`src/rtl/mips_mc_ctrl_if.sv`:
```
// Control/status bundle between the multicycle MIPS main controller and its datapath.
// The master side is the controller; the slave side is the datapath (or a bench).
interface mips_mc_ctrl_if #(
    parameter int CNT_W = 32
);
    logic [5:0]       Op;
    logic [5:0]       Funct;
    logic             zero;

    logic [3:0]       p_state;
    logic             PCEn;
    logic             IorD;
    logic             MemWrite;
    logic             IRWrite;
    logic             RegDst;
    logic             MemtoReg;
    logic             RegWrite;
    logic             ALUSrcA;
    logic [1:0]       ALUSrcB;
    logic [2:0]       ALUControl;
    logic [1:0]       PCSrc;
    logic             illegal;
    logic [CNT_W-1:0] instr_count;

    modport master (
        input  Op, Funct, zero,
        output p_state, PCEn, IorD, MemWrite, IRWrite, RegDst, MemtoReg, RegWrite,
               ALUSrcA, ALUSrcB, ALUControl, PCSrc, illegal, instr_count
    );

    modport slave (
        output Op, Funct, zero,
        input  p_state, PCEn, IorD, MemWrite, IRWrite, RegDst, MemtoReg, RegWrite,
               ALUSrcA, ALUSrcB, ALUControl, PCSrc, illegal, instr_count
    );
endinterface

```
`src/rtl/mips_mc_ctrl.sv`:
```
// Main control FSM for the multicycle MIPS core: sequences each instruction and
// drives datapath enables/selects, plus a retired-instruction counter and sticky illegal flag.
//
// state   | meaning
// FETCH   | read instr at PC into IR, PC <= PC+4
// DECODE  | read registers, precompute branch target into ALUOut
// MEMADR  | lw/sw effective address A+SignImm
// MEMRD   | lw data memory read
// MEMWB   | lw write memory data to rt
// MEMWR   | sw data memory write
// EXECUTE | R-type ALU op on A,B
// ALUWB   | R-type write ALUOut to rd
// BRANCH  | beq compare, PC <= ALUOut if equal
// ADDIEX  | addi A+SignImm
// ADDIWB  | addi write ALUOut to rt
// JUMP    | PC <= jump target
module mips_mc_ctrl #(
    parameter int CNT_W = 32
) (
    input  logic          clk,
    input  logic          reset,
    mips_mc_ctrl_if.master bus
);

    typedef enum logic [3:0] {
        FETCH   = 4'd0,
        DECODE  = 4'd1,
        MEMADR  = 4'd2,
        MEMRD   = 4'd3,
        MEMWB   = 4'd4,
        MEMWR   = 4'd5,
        EXECUTE = 4'd6,
        ALUWB   = 4'd7,
        BRANCH  = 4'd8,
        ADDIEX  = 4'd9,
        ADDIWB  = 4'd10,
        JUMP    = 4'd11
    } state_t;

    localparam logic [5:0] OP_RTYPE = 6'b000000;
    localparam logic [5:0] OP_LW    = 6'b100011;
    localparam logic [5:0] OP_SW    = 6'b101011;
    localparam logic [5:0] OP_BEQ   = 6'b000100;
    localparam logic [5:0] OP_ADDI  = 6'b001000;
    localparam logic [5:0] OP_J     = 6'b000010;

    localparam logic [2:0] ALU_ADD = 3'b010;
    localparam logic [2:0] ALU_SUB = 3'b110;
    localparam logic [2:0] ALU_AND = 3'b000;
    localparam logic [2:0] ALU_OR  = 3'b001;
    localparam logic [2:0] ALU_SLT = 3'b111;

    state_t           state_q, state_d;
    logic             illegal_q, illegal_d;
    logic [CNT_W-1:0] instr_count_q, instr_count_d;

    logic       funct_ok;
    logic [2:0] funct_alu;

    logic       pc_write;
    logic       branch;
    logic       iord;
    logic       mem_write;
    logic       ir_write;
    logic       reg_dst;
    logic       mem_to_reg;
    logic       reg_write;
    logic       alu_src_a;
    logic [1:0] alu_src_b;
    logic [2:0] alu_control;
    logic [1:0] pc_src;

    always_ff @(posedge clk or negedge reset) begin
        if (!reset) begin
            state_q       <= FETCH;
            illegal_q     <= 1'b0;
            instr_count_q <= '0;
        end else begin
            state_q       <= state_d;
            illegal_q     <= illegal_d;
            instr_count_q <= instr_count_d;
        end
    end

    always_comb begin
        funct_ok  = 1'b1;
        funct_alu = ALU_ADD;
        case (bus.Funct)
            6'b100000: funct_alu = ALU_ADD;
            6'b100010: funct_alu = ALU_SUB;
            6'b100100: funct_alu = ALU_AND;
            6'b100101: funct_alu = ALU_OR;
            6'b101010: funct_alu = ALU_SLT;
            default:   funct_ok  = 1'b0;
        endcase
    end

    always_comb begin
        state_d       = state_q;
        illegal_d     = illegal_q;
        instr_count_d = instr_count_q;
        case (state_q)
            FETCH:  state_d = DECODE;
            DECODE: begin
                case (bus.Op)
                    OP_LW, OP_SW: state_d = MEMADR;
                    OP_RTYPE:     state_d = EXECUTE;
                    OP_BEQ:       state_d = BRANCH;
                    OP_ADDI:      state_d = ADDIEX;
                    OP_J:         state_d = JUMP;
                    default: begin
                        state_d   = FETCH;
                        illegal_d = 1'b1;
                    end
                endcase
            end
            MEMADR:  state_d = (bus.Op == OP_LW) ? MEMRD : MEMWR;
            MEMRD:   state_d = MEMWB;
            EXECUTE: begin
                state_d = ALUWB;
                if (!funct_ok) illegal_d = 1'b1;
            end
            ADDIEX:  state_d = ADDIWB;
            MEMWB, MEMWR, ALUWB, BRANCH, ADDIWB, JUMP: begin
                state_d       = FETCH;
                instr_count_d = instr_count_q + CNT_W'(1);
            end
            default: state_d = FETCH;
        endcase
    end

    always_comb begin
        pc_write    = 1'b0;
        branch      = 1'b0;
        iord        = 1'b0;
        mem_write   = 1'b0;
        ir_write    = 1'b0;
        reg_dst     = 1'b0;
        mem_to_reg  = 1'b0;
        reg_write   = 1'b0;
        alu_src_a   = 1'b0;
        alu_src_b   = 2'b00;
        alu_control = 3'b000;
        pc_src      = 2'b00;
        case (state_q)
            FETCH: begin
                ir_write    = 1'b1;
                alu_src_b   = 2'b01;
                alu_control = ALU_ADD;
                pc_write    = 1'b1;
            end
            DECODE: begin
                alu_src_b   = 2'b11;
                alu_control = ALU_ADD;
            end
            MEMADR, ADDIEX: begin
                alu_src_a   = 1'b1;
                alu_src_b   = 2'b10;
                alu_control = ALU_ADD;
            end
            MEMRD: iord = 1'b1;
            MEMWR: begin
                iord      = 1'b1;
                mem_write = 1'b1;
            end
            MEMWB: begin
                mem_to_reg = 1'b1;
                reg_write  = 1'b1;
            end
            EXECUTE: begin
                alu_src_a   = 1'b1;
                alu_control = funct_alu;
            end
            // IR is stable through ALUWB, so an unsupported Funct still blocks the write here
            ALUWB: begin
                reg_dst   = 1'b1;
                reg_write = funct_ok;
            end
            ADDIWB: reg_write = 1'b1;
            BRANCH: begin
                alu_src_a   = 1'b1;
                alu_control = ALU_SUB;
                pc_src      = 2'b01;
                branch      = 1'b1;
            end
            JUMP: begin
                pc_src   = 2'b10;
                pc_write = 1'b1;
            end
            default: ;
        endcase
    end

    assign bus.p_state     = state_q;
    assign bus.PCEn        = pc_write | (branch & bus.zero);
    assign bus.IorD        = iord;
    assign bus.MemWrite    = mem_write;
    assign bus.IRWrite     = ir_write;
    assign bus.RegDst      = reg_dst;
    assign bus.MemtoReg    = mem_to_reg;
    assign bus.RegWrite    = reg_write;
    assign bus.ALUSrcA     = alu_src_a;
    assign bus.ALUSrcB     = alu_src_b;
    assign bus.ALUControl  = alu_control;
    assign bus.PCSrc       = pc_src;
    assign bus.illegal     = illegal_q;
    assign bus.instr_count = instr_count_q;

endmodule

```
`src/flat_wrapper.sv`:
```
// flat-port wrapper written by rule: the top's interface ports become plain ports
module mips_mc_ctrl_flat 
#(
    parameter int CNT_W = 32
)
  (clk, reset, bus_Op, bus_Funct, bus_zero, bus_p_state, bus_PCEn, bus_IorD, bus_MemWrite, bus_IRWrite, bus_RegDst, bus_MemtoReg, bus_RegWrite, bus_ALUSrcA, bus_ALUSrcB, bus_ALUControl, bus_PCSrc, bus_illegal, bus_instr_count);
  mips_mc_ctrl_if #(.CNT_W(CNT_W)) bus_i ();
  input  logic clk;
  input  logic reset;
  input wire logic [$bits(bus_i.Op)-1:0] bus_Op;
  input wire logic [$bits(bus_i.Funct)-1:0] bus_Funct;
  input wire logic [$bits(bus_i.zero)-1:0] bus_zero;
  output wire logic [$bits(bus_i.p_state)-1:0] bus_p_state;
  output wire logic [$bits(bus_i.PCEn)-1:0] bus_PCEn;
  output wire logic [$bits(bus_i.IorD)-1:0] bus_IorD;
  output wire logic [$bits(bus_i.MemWrite)-1:0] bus_MemWrite;
  output wire logic [$bits(bus_i.IRWrite)-1:0] bus_IRWrite;
  output wire logic [$bits(bus_i.RegDst)-1:0] bus_RegDst;
  output wire logic [$bits(bus_i.MemtoReg)-1:0] bus_MemtoReg;
  output wire logic [$bits(bus_i.RegWrite)-1:0] bus_RegWrite;
  output wire logic [$bits(bus_i.ALUSrcA)-1:0] bus_ALUSrcA;
  output wire logic [$bits(bus_i.ALUSrcB)-1:0] bus_ALUSrcB;
  output wire logic [$bits(bus_i.ALUControl)-1:0] bus_ALUControl;
  output wire logic [$bits(bus_i.PCSrc)-1:0] bus_PCSrc;
  output wire logic [$bits(bus_i.illegal)-1:0] bus_illegal;
  output wire logic [$bits(bus_i.instr_count)-1:0] bus_instr_count;
  assign bus_i.Op = bus_Op;
  assign bus_i.Funct = bus_Funct;
  assign bus_i.zero = bus_zero;
  assign bus_p_state = bus_i.p_state;
  assign bus_PCEn = bus_i.PCEn;
  assign bus_IorD = bus_i.IorD;
  assign bus_MemWrite = bus_i.MemWrite;
  assign bus_IRWrite = bus_i.IRWrite;
  assign bus_RegDst = bus_i.RegDst;
  assign bus_MemtoReg = bus_i.MemtoReg;
  assign bus_RegWrite = bus_i.RegWrite;
  assign bus_ALUSrcA = bus_i.ALUSrcA;
  assign bus_ALUSrcB = bus_i.ALUSrcB;
  assign bus_ALUControl = bus_i.ALUControl;
  assign bus_PCSrc = bus_i.PCSrc;
  assign bus_illegal = bus_i.illegal;
  assign bus_instr_count = bus_i.instr_count;
  mips_mc_ctrl #(.CNT_W(CNT_W)) u_core (.clk(clk), .reset(reset), .bus(bus_i));
endmodule
```
`config.mk`:
```
export PLATFORM = sky130hd
export DESIGN_NAME = mips_mc_ctrl_flat
export DESIGN_NICKNAME = d
export VERILOG_FILES = /design/src/rtl/mips_mc_ctrl_if.sv /design/src/rtl/mips_mc_ctrl.sv /design/src/flat_wrapper.sv
export SDC_FILE = /design/constraint.sdc
export NUM_CORES = 1
export LEC_CHECK = 0
export ABC_AREA = 1
export CORE_UTILIZATION = 52
export CTS_BUF_LIST = sky130_fd_sc_hd__clkbuf_16
export DETAILED_ROUTE_END_ITERATION = 6
export MAX_ROUTING_LAYER = met4
export PLACE_DENSITY = 0.86
export SYNTH_ARGS = -nofsm -noshare
export SYNTH_HDL_FRONTEND = slang
export SYNTH_SLANG_ARGS = --single-unit
```
`constraint.sdc`:
```
create_clock -name clk -period 3.88 [get_ports clk]
set_input_delay 0.776 -clock clk [delete_from_list [all_inputs] [get_ports clk]]
set_output_delay 0.776 -clock clk [all_outputs]
set_load 0.02 [all_outputs]
```
==> results of run 1 <==
[power breakdown]
| part | internal, mW | leakage (nW) | switching, mW |
|---|---|---|---|
| Sequential | 0.413 | 0.505 | 0.0434 |
| Combinational | 0.170 | 0.848 | 0.245 |
| Clock | 0.232 | 0.0687 | 0.146 |
[layout by cell type (no fill, tap or decap), drive strengths merged]
master           n
inv             38
ha               1
nor2            71
nor3             4
o221ai           1
clkinv           3
nor3b            2
xnor2           16
o21bai           1
a22oi            1
o211ai           1
clkdlybuf4s50   65
nand3b           5
a21oi            6
clkbuf           5
dfrtp           37
nand4            3
buf              1
nand3           26
o21ai            7
xor2             6
a21boi           2
nand2          111
[path summary, 6_finish.rpt]
check / from / end / slack [ns]
max: bus_Funct[5] / bus_RegWrite / 0.50
min: u_core.bus.illegal / u_core.bus.illegal / 0.47
max reg2reg: u_core.bus.instr_count[0] / u_core.bus.instr_count[26] / 2.09
min reg2reg: u_core.bus.illegal / u_core.bus.illegal / 0.47
max in group asynchronous: reset / u_core.bus.instr_count[7] / 2.78
min in group asynchronous: reset / u_core.bus.instr_count[11] / 0.59
[layer usage]
metal  part of all wire  vias up  track usage  wire length (um)
li1                   -     1212            -                 -
met1               0.43     1122        0.331              2590
met2               0.49       85        0.460              2980
met3              0.058       13       0.0509               349
met4              0.020        0       0.0952               119
met5                  0        -            -                 0
[sequential cells by signal (all words and copies together), names as in the netlist]
signal / flops
u_core.bus.instr_count: 32
u_core.bus.p_state: 4
u_core.bus.illegal: 1
[cell families after synthesis]
logic type                 count (synthesis)  synth area share
adders and majority gates                  1           0.00530
and+or+nand+nor                          222             0.410
xor gates and xnor gates                  22            0.0817
buffers and inverters                     39            0.0636
DFF                                       37             0.392
AOI/OAI and AO/OA                         19            0.0472
[metrics by stage]
step | util | setup slack (ns) | hold WS [ns] | power [mW] | std cells
6_report | 0.738 | 0.501 | 0.467 | 1.25 | 465
5_1_grt | 0.738 | 0.383 | 0.496 | 1.31 | 465
4_1_cts | 0.738 | 0.512 | 0.472 | 1.25 | 465
3_5_place_dp | 0.706 | 0.516 | 0.458 | 0.870 | 457
3_3_place_gp | 0.706 | 0.628 | 0.452 | 0.861 | 457
2_1_floorplan | - | 1.62 | 0.480 | 0.683 | 340
[layout make-up]
cell class / instances / share of cell area
well taps: 52 / 0.0202
repair buffers: 66 / 0.204
multi-input cells: 264 / 0.400
clock buffers: 5 / 0.0389
inverters: 38 / 0.0452
flip-flops and latches: 37 / 0.288
clock inverters: 3 / 0.00389
[worst max-delay path: stages]
cell             delay, ns
clkdlybuf4s50_1       0.47
inv_1                 0.04
nor2_1                0.22
nand3_1               0.16
nand2_1               0.11
nor2_1                0.06
nand2_1               0.06
a21oi_1               0.06
nand2_1               0.06
clkdlybuf4s50_1       0.59
==> summary.md, run 1 <==
| Metric | Value |
|---|---|
| Outcome | `completed` |
| Min-delay worst type | `register to register` |
| Starting Density | `0.542` |
| Period minus WS final | `between 3 and 4 ns` |
| Root buffer cell | `clkbuf_16` |
| Pleak | `1.42 nW` |
| Layout cells sized above 1 | `0.0557` |
| Port bufs | `between 60 and 70` |
| Avg Inst Size Synth | `approximately 6.9 um2` |
| Max_slew headroom | `0.459` |
| TritonCTS Buffers | `5` |
| First-pass GRT wire length | `10.1 mm` |
| Post-synth top cells | `nand2_1, nor2_1, dfrtp_1` |
| Cells after synthesis | `340` |
| Largest net degree at the start of global routing | `38` |
| Overall Global Routing Usage | `0.274` |
| Clock tree from TritonCTS | `done` |
| Yosys top cell by area | `dfrtp_1` |
| Crit path DAT | `2.60 ns` |
| Die Span Y | `69.4 um` |
| CP Class | `input port to output pin` |
| Number of remaining DRC errors | `0` |
| Post-CTS Hold Fix Bufs | `0` |
| Drt total wl | `6.04 mm` |
| CP Launch Type | `input port` |
| Layout Area Growth over Synthesis | `36.2%` |
| Drt first pass iters | `5` |
| Sequential-to-total area share from yosys stat | `0.392` |
| CTS resizes | `0` |
| IO Pins | `67` |
| Initial DRC count | `~250` |
| Die width | `69.4 um` |
| Peak supply drop | `0.000271 V` |
| Via count | `2432` |
| YS warnings | `0` |
| Worst Reg-to-Reg Cells | `8` |
| Worst Skew | `a little under 0.003 ns` |
| Vias in the first global route | `2285` |
| Die area | `0.00481 mm2` |
| Final Max Slew Viols | `0` |
| Max-cap violations | `0` |
| Clock slew at the register clock pins of the worst setup and hold paths | `approximately 0.050 ns` |
| Top_reg_cell synth | `dfrtp_1` |
| Largest cells by area after synthesis | `dfrtp_1, nand2_1, nor2_1` |
| Most instantiated library cell after synthesis | `nand2_1` |
| Total Neg Setup Slack | `0 ns` |
| Routability-driven placement congestion ratio | `0.898` |
| Placed wire-length estimate | `4.54 mm` |
| WHS Path Cells | `2` |
| Clk sinks | `37` |
| Postcts setup bufs | `0` |
| Initial antenna violation count | `0` |
| Power per cell area | `389 mW/mm2` |
| Post-route ant nets | `0` |
| Clock buffer depth | `2` |
| Final instance area | `0.00321 mm2` |
| Post-synthesis cell area | `0.00236 mm2` |
| Worst skew pair latency | `around 0.28 ns` |
| Share of the synthesized area in the top cell type | `0.392` |
| Final net count | `around 430` |
| Ys async rst share | `1.00` |
| Req. time, crit path | `slightly above 3 ns` |
| Critical path endpoint category | `output pin` |
| Post-synth EDFFs | `0` |
| Synth Register Bits | `37` |
| Floorplan core area | `0.00435 mm2` |
| Multi-input gate area | `between 0.001 and 0.0015 mm2` |
| Dpl cell area | `0.00308 mm2` |
| Fillers | `346` |
| Synth unique cells | `30` |
| Slew of the pin with the lowest slew margin | `0.811 ns` |
| Via density | `around 5.2` |
| Fin crit share | `0.871` |
| Final Hold Fails | `0` |
| Wirelength per Cell | `about 13 um` |
| Post-Syn Nets | `about 360` |
| Core Rows | `24` |
| RSZ-0062 raised after global routing | `false` |
| Peak Freq | `0.296 GHz` |
| Register area | `926 um2` |
| Total grt overflow | `0` |
| CTS H-tree lvls | `2` |
| Antenna Cells | `0` |
| Crit-path max FO | `4` |
| Endpoints failing setup | `0` |
Power figures use the tool's default switching activity.
==> run 2, diff against run 1 <==
- CORE_MARGIN: default -> 5
- PLACE_DENSITY: 0.86 -> 0.95
- TNS_END_PERCENT: default -> 30
==> run 2 against run 1 <==
Flip-flop and latch count did not move. Routed wire length rose by 5.4%. Global-route usage fell by 5.0 points. Setup slack improved by 0.033 ns. Fmax rose by 1.0%. Critical endpoint unchanged. Combinational power barely moved. Power fell by 0.32%. Hold slack improved by 0.012 ns. Design area barely moved. Critical path type unchanged. Sequential share of layout area barely moved. Critical path depth rose by 1. Via count rose by 1.2%.
==> summary.md, run 2 (synthesized netlist as in run 1, its figures left out) <==
| Metric | Value |
|---|---|
| Initial DRC count | `about 180` |
| Die width | `77.4 um` |
| WHS Path Cells | `2` |
| Peak Freq | `about 0.3 GHz` |
| Peak supply drop | `between 0.0002 and 0.0003 V` |
| Req. time, crit path | `3.10 ns` |
| Wirelength per Cell | `approximately 14 um` |
| Most used cell, CP | `nand2_1` |
| Postcts setup bufs | `0` |
| Crit path DAT | `2.57 ns` |
| Outcome | `completed` |
| Core Rows | `24` |
| Final Hold Fails | `0` |
| Max_slew headroom | `0.462` |
| CP max-delay cell | `clkdlybuf4s50_1` |
| Total grt overflow | `0` |
| Total Neg Setup Slack | `0 ns` |
| Number of remaining DRC errors | `0` |
| Final net count | `approximately 430` |
| Worst hold start | `u_core.bus.illegal` |
| Most frequent cells in the layout | `nand2_1, nor2_1, clkdlybuf4s50_1` |
| Endpoints failing setup | `0` |
| Clock tree from TritonCTS | `done` |
| Clock buffer depth | `2` |
| Largest delay share family, worst path | `buffers and inverters` |
| Critical Path Max Stage Delay | `0.55 ns` |
| RSZ-0062 raised after global routing | `false` |
| Pleak | `roughly 1.4 nW` |
| CP Class | `input port to output pin` |
| Vias in the first global route | `2447` |
| Largest net degree at the start of global routing | `38` |
| Post-layout util | `0.733` |
| Port bufs | `66` |
| Clk sinks | `37` |
| Dpl cell area | `0.00308 mm2` |
| First-pass GRT wire length | `around 11 mm` |
| Power per cell area | `387 mW/mm2` |
| Die Span Y | `77.4 um` |
| Critical path endpoint category | `output pin` |
| Placed wire-length estimate | `just under 5 mm` |
| Drt total wl | `between 6 and 7 mm` |
| Routability-driven placement congestion ratio | `about 0.85` |
| Drt first pass iters | `4` |
| Fin crit share | `0.862` |
| IO Pins | `between 60 and 70` |
| Floorplan core area | `0.00438 mm2` |
| CTS H-tree lvls | `2` |
| Post-route ant nets | `0` |
| Commonest non-fill, non-tap cell in the layout | `nand2_1` |
| Antenna Cells | `0` |
| CP Launch Type | `input port` |
| Overall Power | `1.24 mW` |
| Crit-path max FO | `3` |
| Period minus WS final | `3.35 ns` |
| FF-to-FF End | `u_core.bus.instr_count[26]` |
| Worst Skew | `0.00327 ns` |
| Overall Global Routing Usage | `0.224` |
| Die area | `0.00599 mm2` |
| Worst Reg-to-Reg Cells | `8` |
| Worst reg2reg path startpoint | `u_core.bus.instr_count[0]` |
| Post-CTS Hold Fix Bufs | `0` |
| CP cell instances | `clkdlybuf4s50_1, inv_1, nand2_1, nor2_1, nand2_1, nand2_1, nor2_1, nand2_1, a21oi_1, nand2_1, clkdlybuf4s50_1` |
| Final instance area | `0.00321 mm2` |
| Via density | `5.29` |
| Starting Density | `0.538` |
| Clock slew at the register clock pins of the worst setup and hold paths | `~0.050 ns` |
| Root buffer cell | `clkbuf_16` |
| Flop2flop setup slack | `about 2.1 ns` |
| Max FFs per register | `32` |
| Min-delay worst type | `register to register` |
| CTS resizes | `0` |
| TritonCTS Buffers | `5` |
| Initial antenna violation count | `0` |
| Hold worst-path end | `u_core.bus.illegal` |
| Via count | `2460` |
| CP Buf/Inv Count | `3` |
| Slew of the pin with the lowest slew margin | `0.807 ns` |
| Final Max Slew Viols | `0` |
| Max-cap violations | `0` |
| Layout cells sized above 1 | `0.0581` |
| Layout Area Growth over Synthesis | `36.2%` |
| Worst skew pair latency | `0.28 ns` |
[run 2: per-stage QoR]
step / setup slack, ns / cells / hold slack [ns]
3_5_place_dp: 0.542 / 457 / 0.462
6_report: 0.535 / 465 / 0.479
4_1_cts: 0.540 / 465 / 0.488
5_1_grt: 0.437 / 465 / 0.500
2_1_floorplan: 1.62 / 340 / 0.480
3_3_place_gp: 0.627 / 457 / 0.459
[run 2: worst max-delay path by stage]
stage / start / end / slack, ns / depth (start not counted)
after floorplan: u_core.bus.p_state[3] / bus_PCEn / 1.62 / 6
after global placement: bus_Funct[2] / bus_RegWrite / 0.63 / 10
after detailed placement: bus_Funct[5] / bus_RegWrite / 0.54 / 10
after CTS: bus_Funct[5] / bus_RegWrite / 0.54 / 10
after global routing: bus_Funct[0] / bus_RegWrite / 0.44 / 11
final: bus_Funct[0] / bus_RegWrite / 0.53 / 11
[run 2: report_power, final]
part,internal (mW),switching (mW)
clock network,0.233,0.147
logic,0.169,0.244
registers,0.413,0.0392
[run 2: cell type report]
type / count / area (um2)
multi-input cells: 264 / 1280
fillers: 324 / 1170
flip-flops and latches: 37 / 926
repair buffers: 66 / 656
inverters: 38 / 145
clock buffers: 5 / 125
well taps: 52 / 65.1
clock inverters: 3 / 13.8
[run 2: layer usage]
layer / vias up / part of all wire / GRT usage
li1: 1212 / - / -
met1: 1150 / 0.42 / 0.266
met2: 83 / 0.50 / 0.376
met3: 15 / 0.055 / 0.0509
met4: 0 / 0.022 / 0.0722
met5: - / 0 / -
[run 2: worst min-delay path, cell delays in order (launching register included)]
cell and delay, ns:
dfrtp_1 0.35, inv_1 0.05, nand2_1 0.05
==> run 3, diff against run 2 <==
- SLEW_MARGIN: default -> 20
- clock period: 3.88 -> 4.1 ns (I/O delays scaled with it)
==> run 3 against run 2 <==
First-iteration DRC count down 13%. Clock power down 5.3%. Sequential share of layout area unchanged. Largest cell class unchanged. Global-route usage up 0.050 points. Power down 5.3%. Combinational power down 5.3%. Utilization unchanged. Hold slack about the same. Non-clock buffer count unchanged. Setup slack better by 0.12 ns. Critical path depth down 1.
==> summary.md, run 3 (synthesized netlist as in run 1, its figures left out) <==
| Metric | Value |
|---|---|
| Placed wire-length estimate | `~4.9 mm` |
| Sequential Power Share | `0.363` |
| Total grt overflow | `0` |
| Worst skew pair latency | `0.28 ns` |
| Final Hold Fails | `0` |
| Hold WS | `0.480 ns` |
| Outcome | `completed` |
| Post-route ant nets | `0` |
| Root buffer cell | `clkbuf_16` |
| Core Rows | `24` |
| Pleak | `1.43 nW` |
| CP Class | `input port to output pin` |
| Peak Freq | `0.291 GHz` |
| Clock power frac | `0.305` |
| CTS resizes | `0` |
| Clock tree from TritonCTS | `done` |
| Peak supply drop | `0.000247 V` |
| Port bufs | `66` |
| Layout Area Growth over Synthesis | `36.2%` |
| Commonest non-fill, non-tap cell in the layout | `nand2_1` |
| First-pass GRT wire length | `between 10 and 15 mm` |
| TritonCTS Buffers | `5` |
| Clk sinks | `37` |
| Max_slew headroom | `0.460` |
| Overall Power | `1.18 mW` |
| Max FFs per register | `32` |
| Total Neg Setup Slack | `0 ns` |
| Inst Count DP | `between 400 and 500` |
| Min-delay worst type | `register to register` |
| Die area | `0.00599 mm2` |
| Post-CTS Hold Fix Bufs | `0` |
| Comb pwr share | `0.331` |
| Starting Density | `0.538` |
| Req. time, crit path | `between 3 and 4 ns` |
| Internal Power | `~770 uW` |
| Final Max Slew Viols | `0` |
| Die width | `77.4 um` |
| Sw Ratio | `0.346` |
| Vias in the first global route | `approximately 2400` |
| Final net count | `428` |
| Power per cell area | `between 300 and 400 mW/mm2` |
| Overall Global Routing Usage | `0.224` |
| Via count | `2457` |
| Wirelength per Cell | `around 14 um` |
| Die Span Y | `77.4 um` |
| Period minus WS final | `3.44 ns` |
| Max-cap violations | `0` |
| IO Pins | `67` |
| Floorplan core area | `0.00438 mm2` |
| Routability-driven placement congestion ratio | `0.850` |
| Clock slew at the register clock pins of the worst setup and hold paths | `0.05 ns` |
| RSZ-0062 raised after global routing | `false` |
| Crit-path max FO | `4` |
| Crit path DAT | `2.62 ns` |
| Initial antenna violation count | `0` |
| Antenna Cells | `0` |
| Fin crit share | `0.840` |
| Via density | `between 5 and 6` |
| Drt total wl | `between 6 and 7 mm` |
| Largest net degree at the start of global routing | `38` |
| Critical path endpoint category | `output pin` |
| Fin cells | `465` |
| Post-layout util | `0.733` |
| Clock buffer depth | `2` |
| Postcts setup bufs | `0` |
| Worst Skew | `0.00274 ns` |
| CP Launch Type | `input port` |
| Drt first pass iters | `4` |
| Most frequent cells in the layout | `nand2_1, nor2_1, clkdlybuf4s50_1` |
| Layout cells sized above 1 | `0.0581` |
| Number of remaining DRC errors | `0` |
| Switch Pwr | `408 uW` |
| Endpoints failing setup | `0` |
| CTS H-tree lvls | `2` |
| Slew of the pin with the lowest slew margin | `approximately 0.81 ns` |
| Initial DRC count | `158` |
run 3: cell counts in the layout (fill, tap and decap cells not counted):
No cell type changed its count.
run 3: power groups by stage:
stage | sequential [mW] | combinational, mW | clock, mW
6_report | 0.428 | 0.391 | 0.360
3_5_place_dp | 0.435 | 0.392 | 0
2_1_floorplan | 0.459 | 0.188 | 0
4_1_cts | 0.429 | 0.392 | 0.364
5_1_grt | 0.434 | 0.425 | 0.383
3_3_place_gp | 0.433 | 0.386 | 0
run 3: final timing paths:
check	cells after the start	end	startpoint	slack (ns)
worst min-delay path	2	u_core.bus.illegal	u_core.bus.illegal	0.48
worst max-delay path	10	bus_RegWrite	bus_Funct[5]	0.66
min in group asynchronous	1	u_core.bus.instr_count[16]	reset	0.64
max in group asynchronous	1	u_core.bus.p_state[0]	reset	2.95
worst max register to register	8	u_core.bus.instr_count[26]	u_core.bus.instr_count[0]	2.29
worst min register to register	2	u_core.bus.illegal	u_core.bus.illegal	0.48
run 3: critical path, cell delays in order:
cell             delay, ns
clkdlybuf4s50_1       0.49
inv_1                 0.04
nor2_1                0.20
nand3_1               0.13
nand2_1               0.09
nor2_1                0.06
nand2_1               0.06
a21oi_1               0.05
nand2_1               0.06
clkdlybuf4s50_1       0.62
run 3: cell type report:
| class | count | area (um2) |
|---|---|---|
| fill | 323 | 1170 |
| tap | 52 | 65.1 |
| inverter | 38 | 145 |
| multi-input combinational | 264 | 1280 |
| clock buffer | 5 | 125 |
| sequential | 37 | 926 |
| clock inverter | 3 | 13.8 |
| timing repair buffer | 66 | 656 |
run 3: layer usage:
metal  vias to the layer above  global-route usage  wire, um
met5                         -                   -         0
met4                         0              0.0722       114
met3                        12              0.0509       325
met2                        84               0.376      3280
met1                      1151               0.267      2660
li1                       1210                   -         -
run 3: stage by stage:
step | setup slack [ns] | instance area, um2
6_report | 0.658 | 3210
3_3_place_gp | 0.759 | 3080
5_1_grt | 0.569 | 3210
2_1_floorplan | 1.77 | 2360
3_5_place_dp | 0.674 | 3080
4_1_cts | 0.672 | 3210
